**src/rtl/cpu_core_pkg.sv**
```systemverilog
// Shared constants and types for the multi-cycle RV32I core: opcodes, funct fields,
// FSM states, ALU operations and immediate formats.
package cpu_core_pkg;

  localparam logic [6:0] OPC_LUI    = 7'b0110111;
  localparam logic [6:0] OPC_AUIPC  = 7'b0010111;
  localparam logic [6:0] OPC_JAL    = 7'b1101111;
  localparam logic [6:0] OPC_JALR   = 7'b1100111;
  localparam logic [6:0] OPC_BRANCH = 7'b1100011;
  localparam logic [6:0] OPC_LOAD   = 7'b0000011;
  localparam logic [6:0] OPC_STORE  = 7'b0100011;
  localparam logic [6:0] OPC_OP_IMM = 7'b0010011;
  localparam logic [6:0] OPC_OP     = 7'b0110011;

  localparam logic [2:0] F3_BEQ  = 3'b000;
  localparam logic [2:0] F3_BNE  = 3'b001;
  localparam logic [2:0] F3_BLT  = 3'b100;
  localparam logic [2:0] F3_BGE  = 3'b101;
  localparam logic [2:0] F3_BLTU = 3'b110;
  localparam logic [2:0] F3_BGEU = 3'b111;

  localparam logic [6:0]  F7_ALT       = 7'b0100000;
  localparam logic [31:0] INSTR_EBREAK = 32'h0010_0073;

  typedef enum logic [2:0] {ST_FETCH, ST_EXEC, ST_MEM, ST_WB, ST_HALT} state_t;

  typedef enum logic [3:0] {
    ALU_ADD, ALU_SUB, ALU_SLL, ALU_SLT, ALU_SLTU,
    ALU_XOR, ALU_SRL, ALU_SRA, ALU_OR, ALU_AND
  } alu_op_t;

  typedef enum logic [2:0] {IMM_I, IMM_S, IMM_B, IMM_U, IMM_J} imm_fmt_t;

  function automatic logic [31:0] imm_gen(input logic [31:0] instr, input imm_fmt_t fmt);
    case (fmt)
      IMM_I:   imm_gen = {{20{instr[31]}}, instr[31:20]};
      IMM_S:   imm_gen = {{20{instr[31]}}, instr[31:25], instr[11:7]};
      IMM_B:   imm_gen = {{19{instr[31]}}, instr[31], instr[7], instr[30:25], instr[11:8], 1'b0};
      IMM_U:   imm_gen = {instr[31:12], 12'h000};
      IMM_J:   imm_gen = {{11{instr[31]}}, instr[31], instr[19:12], instr[20], instr[30:21], 1'b0};
      default: imm_gen = 32'h0000_0000;
    endcase
  endfunction

  // alt selects SUB/SRA; SUB only exists in register-register form
  function automatic alu_op_t alu_op_from_funct(input logic [2:0] f3, input logic alt,
                                                input logic is_reg);
    case (f3)
      3'b000:  alu_op_from_funct = (alt && is_reg) ? ALU_SUB : ALU_ADD;
      3'b001:  alu_op_from_funct = ALU_SLL;
      3'b010:  alu_op_from_funct = ALU_SLT;
      3'b011:  alu_op_from_funct = ALU_SLTU;
      3'b100:  alu_op_from_funct = ALU_XOR;
      3'b101:  alu_op_from_funct = alt ? ALU_SRA : ALU_SRL;
      3'b110:  alu_op_from_funct = ALU_OR;
      3'b111:  alu_op_from_funct = ALU_AND;
      default: alu_op_from_funct = ALU_ADD;
    endcase
  endfunction

endpackage

```
**src/rtl/cpu_core_alu.sv**
```systemverilog
// Combinational RV32I ALU with equality / signed / unsigned compare flags for branches.
module cpu_core_alu
  import cpu_core_pkg::*;
(
  input  logic [3:0]  op,
  input  logic [31:0] a,
  input  logic [31:0] b,
  output logic [31:0] result,
  output logic        eq,
  output logic        lt,
  output logic        ltu
);

  assign eq  = (a == b);
  assign lt  = ($signed(a) < $signed(b));
  assign ltu = (a < b);

  // Result mux; shift amounts use the low five bits of b
  always_comb begin
    result = 32'h0000_0000;
    case (op)
      ALU_ADD:  result = a + b;
      ALU_SUB:  result = a - b;
      ALU_SLL:  result = a << b[4:0];
      ALU_SLT:  result = {31'h0000_0000, lt};
      ALU_SLTU: result = {31'h0000_0000, ltu};
      ALU_XOR:  result = a ^ b;
      ALU_SRL:  result = a >> b[4:0];
      ALU_SRA:  result = $signed(a) >>> b[4:0];
      ALU_OR:   result = a | b;
      ALU_AND:  result = a & b;
      default:  result = 32'h0000_0000;
    endcase
  end

endmodule

```
**src/rtl/cpu_core.sv**
```systemverilog
// Multi-cycle RV32I core (FETCH/EXEC/MEM/WB). Optional macro CPU_CORE_HALT_EN makes
// EBREAK park the core in HALT until reset; otherwise EBREAK is a NOP.
module cpu_core
  import cpu_core_pkg::*;
#(
  parameter logic [31:0] RESET_PC = 32'h0000_0000,
  parameter int          NUM_REGS = 32
) (
  input  logic        CLK,
  input  logic        Reset,
  output logic [31:0] Instr_Addr,
  input  logic [31:0] INSTRUCTION,
  output logic [31:0] MEM_addr,
  output logic [31:0] MEM_WR_out,
  output logic [2:0]  MEM_type,
  output logic        MEM_rd_en,
  output logic        MEM_wr_en,
  input  logic [31:0] MEM_data
);

  state_t      state_r, state_next_s;
  logic [31:0] pc_r, mem_addr_r, mem_wdata_r;
  logic [2:0]  mem_type_r;
  logic        mem_rd_en_r, mem_wr_en_r, is_load_r;
  logic [4:0]  rd_r;
  logic [31:0] regs_r [NUM_REGS];

  logic [6:0]  opcode_s;
  logic [2:0]  funct3_s;
  logic [4:0]  rd_s, rs1_s, rs2_s;
  logic        alt_s, halt_s;
  logic [31:0] rs1_val_s, rs2_val_s, pc_plus4_s;
  alu_op_t     alu_op_s;
  logic [31:0] alu_a_s, alu_b_s, alu_res_s;
  logic        eq_s, lt_s, ltu_s;
  logic        rd_we_s, is_load_s, is_store_s, br_taken_s;
  logic [31:0] rd_data_s, next_pc_s;

  assign opcode_s   = INSTRUCTION[6:0];
  assign rd_s       = INSTRUCTION[11:7];
  assign funct3_s   = INSTRUCTION[14:12];
  assign rs1_s      = INSTRUCTION[19:15];
  assign rs2_s      = INSTRUCTION[24:20];
  assign alt_s      = (INSTRUCTION[31:25] == F7_ALT);
  assign rs1_val_s  = regs_r[rs1_s];
  assign rs2_val_s  = regs_r[rs2_s];
  assign pc_plus4_s = pc_r + 32'd4;

`ifdef CPU_CORE_HALT_EN
  assign halt_s = (INSTRUCTION == INSTR_EBREAK);
`else
  assign halt_s = 1'b0;
`endif

  cpu_core_alu u_alu (
    .op     (alu_op_s),
    .a      (alu_a_s),
    .b      (alu_b_s),
    .result (alu_res_s),
    .eq     (eq_s),
    .lt     (lt_s),
    .ltu    (ltu_s)
  );

  // ALU operand and operation selection
  always_comb begin
    alu_op_s = ALU_ADD;
    alu_a_s  = rs1_val_s;
    alu_b_s  = imm_gen(INSTRUCTION, IMM_I);
    case (opcode_s)
      OPC_LUI: begin
        alu_a_s = 32'h0000_0000;
        alu_b_s = imm_gen(INSTRUCTION, IMM_U);
      end
      OPC_AUIPC: begin
        alu_a_s = pc_r;
        alu_b_s = imm_gen(INSTRUCTION, IMM_U);
      end
      OPC_BRANCH: alu_b_s  = rs2_val_s;
      OPC_STORE:  alu_b_s  = imm_gen(INSTRUCTION, IMM_S);
      OPC_OP_IMM: alu_op_s = alu_op_from_funct(funct3_s, alt_s, 1'b0);
      OPC_OP: begin
        alu_b_s  = rs2_val_s;
        alu_op_s = alu_op_from_funct(funct3_s, alt_s, 1'b1);
      end
      default: alu_op_s = ALU_ADD;
    endcase
  end

  // Write-back value, next PC and memory-class decode
  always_comb begin
    rd_we_s    = 1'b0;
    rd_data_s  = alu_res_s;
    next_pc_s  = pc_plus4_s;
    is_load_s  = 1'b0;
    is_store_s = 1'b0;
    br_taken_s = 1'b0;
    case (opcode_s)
      OPC_LUI, OPC_AUIPC, OPC_OP_IMM, OPC_OP: rd_we_s = 1'b1;
      OPC_JAL: begin
        rd_we_s   = 1'b1;
        rd_data_s = pc_plus4_s;
        next_pc_s = pc_r + imm_gen(INSTRUCTION, IMM_J);
      end
      OPC_JALR: begin
        rd_we_s   = 1'b1;
        rd_data_s = pc_plus4_s;
        next_pc_s = {alu_res_s[31:1], 1'b0};
      end
      OPC_BRANCH: begin
        case (funct3_s)
          F3_BEQ:  br_taken_s = eq_s;
          F3_BNE:  br_taken_s = !eq_s;
          F3_BLT:  br_taken_s = lt_s;
          F3_BGE:  br_taken_s = !lt_s;
          F3_BLTU: br_taken_s = ltu_s;
          F3_BGEU: br_taken_s = !ltu_s;
          default: br_taken_s = 1'b0;
        endcase
        if (br_taken_s) next_pc_s = pc_r + imm_gen(INSTRUCTION, IMM_B);
        else            next_pc_s = pc_plus4_s;
      end
      OPC_LOAD:  is_load_s  = 1'b1;
      OPC_STORE: is_store_s = 1'b1;
      default:   rd_we_s    = 1'b0;
    endcase
  end

  // FSM next-state
  always_comb begin
    state_next_s = state_r;
    case (state_r)
      ST_FETCH: state_next_s = ST_EXEC;
      ST_EXEC: begin
        if (is_load_s || is_store_s) state_next_s = ST_MEM;
        else if (halt_s)             state_next_s = ST_HALT;
        else                         state_next_s = ST_FETCH;
      end
      ST_MEM: begin
        if (is_load_r) state_next_s = ST_WB;
        else           state_next_s = ST_FETCH;
      end
      ST_WB:   state_next_s = ST_FETCH;
      ST_HALT: state_next_s = ST_HALT;
      default: state_next_s = ST_FETCH;
    endcase
  end

  // State, PC, register file and registered memory interface
  always_ff @(posedge CLK) begin
    if (!Reset) begin
      state_r     <= ST_FETCH;
      pc_r        <= RESET_PC;
      mem_addr_r  <= 32'h0000_0000;
      mem_wdata_r <= 32'h0000_0000;
      mem_type_r  <= 3'b000;
      mem_rd_en_r <= 1'b0;
      mem_wr_en_r <= 1'b0;
      is_load_r   <= 1'b0;
      rd_r        <= 5'd0;
      for (int i = 0; i < NUM_REGS; i++) regs_r[i] <= 32'h0000_0000;
    end else begin
      state_r     <= state_next_s;
      mem_rd_en_r <= 1'b0;
      mem_wr_en_r <= 1'b0;
      case (state_r)
        ST_EXEC: begin
          if (is_load_s || is_store_s) begin
            mem_addr_r  <= alu_res_s;
            mem_type_r  <= funct3_s;
            mem_wdata_r <= rs2_val_s;
            mem_rd_en_r <= is_load_s;
            mem_wr_en_r <= is_store_s;
            is_load_r   <= is_load_s;
            rd_r        <= rd_s;
          end else if (!halt_s) begin
            pc_r <= next_pc_s;
            if (rd_we_s && (rd_s != 5'd0)) regs_r[rd_s] <= rd_data_s;
          end
        end
        ST_MEM: if (!is_load_r) pc_r <= pc_plus4_s;
        ST_WB: begin
          pc_r <= pc_plus4_s;
          if (rd_r != 5'd0) regs_r[rd_r] <= MEM_data;
        end
        default: pc_r <= pc_r;
      endcase
    end
  end

  assign Instr_Addr = pc_r;
  assign MEM_addr   = mem_addr_r;
  assign MEM_WR_out = mem_wdata_r;
  assign MEM_type   = mem_type_r;
  assign MEM_rd_en  = mem_rd_en_r;
  assign MEM_wr_en  = mem_wr_en_r;

endmodule

```
**config.mk**
```make
export PLATFORM = sky130hd
export DESIGN_NAME = cpu_core
export DESIGN_NICKNAME = d
export VERILOG_FILES = /design/src/rtl/cpu_core_pkg.sv /design/src/rtl/cpu_core_alu.sv /design/src/rtl/cpu_core.sv
export SDC_FILE = /design/constraint.sdc
export NUM_CORES = 2
export LEC_CHECK = 0
export BUFFER_PORTS_ARGS = -buffer_cell sky130_fd_sc_hd__buf_2
export CAP_MARGIN = 20
export CORE_MARGIN = 2
export CORE_UTILIZATION = 45
export DETAILED_ROUTE_END_ITERATION = 10
export PLACE_DENSITY_LB_ADDON = 0.1
export SETUP_SLACK_MARGIN = 0.2
export SYNTH_ARGS = -nofsm -noshare
export SYNTH_HDL_FRONTEND = slang
export SYNTH_SLANG_ARGS = --single-unit
```
**constraint.sdc**
```tcl
create_clock -name CLK -period 16.3 [get_ports CLK]
set_input_delay 2.445 -clock CLK [delete_from_list [all_inputs] [get_ports CLK]]
set_output_delay 2.445 -clock CLK [all_outputs]
set_load 0.02 [all_outputs]
```
==> results.sh <==
export IMPL_critPathMaxStageDelay_ns=0.90
export IMPL_grt_pass1_wl_um=465000
export IMPL_drtIter0Drc=8890
export IMPL_slew_limit_headroom=0.154
export IMPL_hold_slack_ns=0.452
export IMPL_yosysWarnings=0
export IMPL_ant_nets=0
export IMPL_ys_seq_area_frac=0.461
export IMPL_finalPower_mw=8.41
export IMPL_rsz0062_at_grt="no"
export IMPL_finalCritPeriodShare=0.684
export IMPL_cts_tree="done"
export IMPL_clock_path_buffers=3
export IMPL_power_density_nw_per_um2=107
export IMPL_worstSetupEndpointType="flip-flop"
export IMPL_antenna_found_initial=11
export IMPL_p_leak_nw=29.6
export IMPL_grt_max_degree=117
export IMPL_maxSlewViolCount=0
export IMPL_arrival_ns=11.66
export IMPL_cts_hold_buf=0
export IMPL_vias_per_cell=6.99
export IMPL_wl_per_cell_um=38.8
export IMPL_worst_path_max_fanout=54
export IMPL_power_switching_mw=2.92
export IMPL_startpoint="INSTRUCTION[15]"
export IMPL_crit_type="in -> reg"
export IMPL_holdCritPathClass="reg -> reg"
export IMPL_initial_utilization=0.452
export IMPL_synth_seq_cells=1133
export IMPL_start_kind="input port"
export IMPL_finalSetupTns_ns=0
export IMPL_postCtsSetupBuffers=0
export IMPL_maxCapViolCount=0
export IMPL_swShare=0.347
export IMPL_regToRegSetupSlack_ns=8.09
export IMPL_clk_root_buffer_cell="clkbuf_16"
export IMPL_min_period_ns=11.15
export IMPL_dp_hpwl_um=219000
export IMPL_fmax_mhz=89.6
export IMPL_setup_viol=0
export IMPL_synthArstFlopShare=0
export IMPL_synthDistinctLibCells=102
export IMPL_critPathSlowestCell="o21ai_0"
export IMPL_ff2ff_path_depth=20
export IMPL_insertion_delay_ns=0.83
export IMPL_p_clk_frac=0.353
export IMPL_clock_sinks=1133
export IMPL_fin_cells=8765
export IMPL_status="finished, final reports clean"
export IMPL_endpoint="regs_r[31][0]$_SDFFCE_PN0P_"
export IMPL_core_area_um2=158000
export IMPL_die_y_um=402
export IMPL_syn_cell_area_um2=71400
export IMPL_die_w_um=402
export IMPL_drc=0
export IMPL_combPwrFrac=0.252
export IMPL_overflow=0
export IMPL_syn_inst=6650
export IMPL_via_count=61248
export IMPL_worstPathCellList="buf_8, buf_4, buf_4, mux2i_1, a22oi_1, nand3_1, o21ai_0, o21ai_0, nand2_1, ha_1, nor4_1, nand4_1, o21bai_1, a311oi_1, nand2b_1, a21oi_1, a31o_2, a41oi_1, o21ai_0, a211oi_1, a2bb2oi_2, buf_4, nor2_1"
export IMPL_r2r_end="regs_r[5][30]$_SDFFCE_PN0P_"
export IMPL_syn_avg_cell_area_um2=10.7
export IMPL_cell_internal_pwr_mw=5.49
export IMPL_first_global_vias=57741
export IMPL_dieArea_um2=162000
export IMPL_timing_rr_start="regs_r[19][4]$_SDFFCE_PN0P_"
export IMPL_place_port_buffers=165
export IMPL_cts_resized=0
export IMPL_areaGrowthSynthToFinish_pct=10.5
export IMPL_grt_usage=0.411
export IMPL_gp_congestion=1.07
export IMPL_synth_edf_count=1024
export IMPL_ir_drop_v=0.000113
export IMPL_nNetsFinal=6807
export IMPL_clk_pin_slew_ns=0.06
export IMPL_drive_gt1_frac=0.180
export IMPL_power_frac_seq=0.395
export IMPL_worst_pin_slew_ns=1.23
export IMPL_worst_clock_skew_ns=0.0814
export IMPL_required_ns=16.81
export IMPL_numCtsBuffers=135
export IMPL_row_count=146
export IMPL_placed_cells=8518
export IMPL_wirelength_um=340000
export IMPL_ys_flop_type="edfxtp_1"
export IMPL_ios=167
export IMPL_first_pass_iters=8
export IMPL_hold_viol=0
export IMPL_cts_htree_levels=4
-- critical path, delay by kind of cell --
family / cells / cell delay, ns
buffers and inverters: 4 / 2.28
AO/OA/AOI/OAI: 11 / 3.87
AND/OR/NAND/NOR: 6 / 1.90
adder cells (fa/ha/maj): 1 / 0.60
multiplexers: 1 / 0.28
-- cell usage after synthesis (52+ instances only) --
master / number / share of area
nor2_1: 1216 / 0.064
edfxtp_1: 1024 / 0.43
mux2i_1: 445 / 0.062
nand2_1: 404 / 0.021
clkbuf_1: 403 / 0.021
a21oi_1: 359 / 0.025
mux4_2: 358 / 0.11
a22oi_1: 234 / 0.025
o21ai_0: 231 / 0.016
ha_1: 148 / 0.026
nor3_1: 131 / 0.0092
buf_2: 125 / 0.0088
nand3_1: 116 / 0.0081
inv_1: 113 / 0.0059
dfxtp_1: 109 / 0.031
a211oi_1: 106 / 0.011
a31oi_1: 58 / 0.0051
mux2_2: 52 / 0.0082
xnor2_1: 52 / 0.0064
-- power groups by stage --
stage          logic [mW]  clock network, mW  registers, mW
3_3_place_gp         2.03                  0           3.37
2_1_floorplan        1.20                  0           3.36
5_1_grt              2.17               3.09           3.33
6_report             2.12               2.97           3.32
4_1_cts              2.04               2.99           3.32
3_5_place_dp         2.04                  0           3.38
-- through the flow --
| step | setup WS, ns | instance area (µm²) | util |
|---|---|---|---|
| 3_5_place_dp | 4.71 | 74600 | 0.472 |
| 5_1_grt | 4.94 | 78900 | 0.499 |
| 3_3_place_gp | 4.73 | 74600 | 0.472 |
| 6_report | 5.15 | 78900 | 0.499 |
| 4_1_cts | 5.49 | 78800 | 0.499 |
| 2_1_floorplan | 6.72 | 71500 | - |
-- logic make-up after synthesis --
kind of cell	synth area share
buf+inv	0.0447
compound gates	0.142
fa+ha+maj	0.0270
flops	0.461
xor+xnor	0.0108
other cells	0.0000525
simple gates	0.130
mux	0.184
-- registers in the layout, summed over array words and instances, names as in the netlist, 3 cells and up --
name / flops
MEM_type: 3
MEM_WR_out: 32
regs_r: 1024
MEM_addr: 32
Instr_Addr: 31
state_r: 3
rd_r: 5
-- final cells by class --
type	instances	area, µm²
Clock inverter	63	631
Timing Repair Buffer	392	2680
Inverter	119	449
Clock buffer	172	3590
Tap cell	2072	2590
Sequential cell	1133	32900
Fill cell	14308	79100
Multi-Input combinational cell	4808	36000
Antenna cell	6	15.0
-- metal layers --
layer	track usage	up-vias	wire length, µm
met5	0	-	13
met1	0.506	30898	121000
met2	0.638	4249	154000
met3	0.0972	1067	36400
li1	-	25032	-
met4	0.290	2	28800
-- worst min path at each step --
| stage | startpoint | endpoint | cells after the start |
|---|---|---|---|
| final | MEM_WR_out[1]$_SDFFE_PN0P_ | MEM_WR_out[1]$_SDFFE_PN0P_ | 2 |
| after global routing | MEM_WR_out[1]$_SDFFE_PN0P_ | MEM_WR_out[1]$_SDFFE_PN0P_ | 2 |
| after CTS | MEM_WR_out[1]$_SDFFE_PN0P_ | MEM_WR_out[1]$_SDFFE_PN0P_ | 2 |
| after detailed placement | MEM_WR_out[1]$_SDFFE_PN0P_ | MEM_WR_out[1]$_SDFFE_PN0P_ | 2 |
| after global placement | MEM_type[1]$_SDFFE_PN0P_ | MEM_type[1]$_SDFFE_PN0P_ | 2 |
| after floorplan | rd_r[4]$_SDFFE_PN0P_ | rd_r[4]$_SDFFE_PN0P_ | 2 |
-- cell usage in the layout, fill, tap and decap left out, types with 37 or more instances in the layout --
cell       Yosys  routed
inv_1        113     112
a21o_1        48      48
mux2i_1      445     444
mux4_2       358     358
buf_2        125     159
nand3_1      116     114
o21ai_0      231     226
edfxtp_1    1024    1024
a211oi_1     106     104
o31ai_1       44      43
and3_1        38      37
dfxtp_1      109     109
xnor2_1       52      52
clkbuf_16      0     138
nor2_2        42      42
o211ai_1      43      43
mux2_2        52      52
nor2_1      1216    1213
buf_4         35     219
nor3_1       131     126
a31oi_1       58      56
nand2_1      404     342
a22oi_1      234     231
a21oi_1      359     352
ha_1         148     148
nand2_2        0      48
Note: power is estimated with default switching activity, not from simulation.
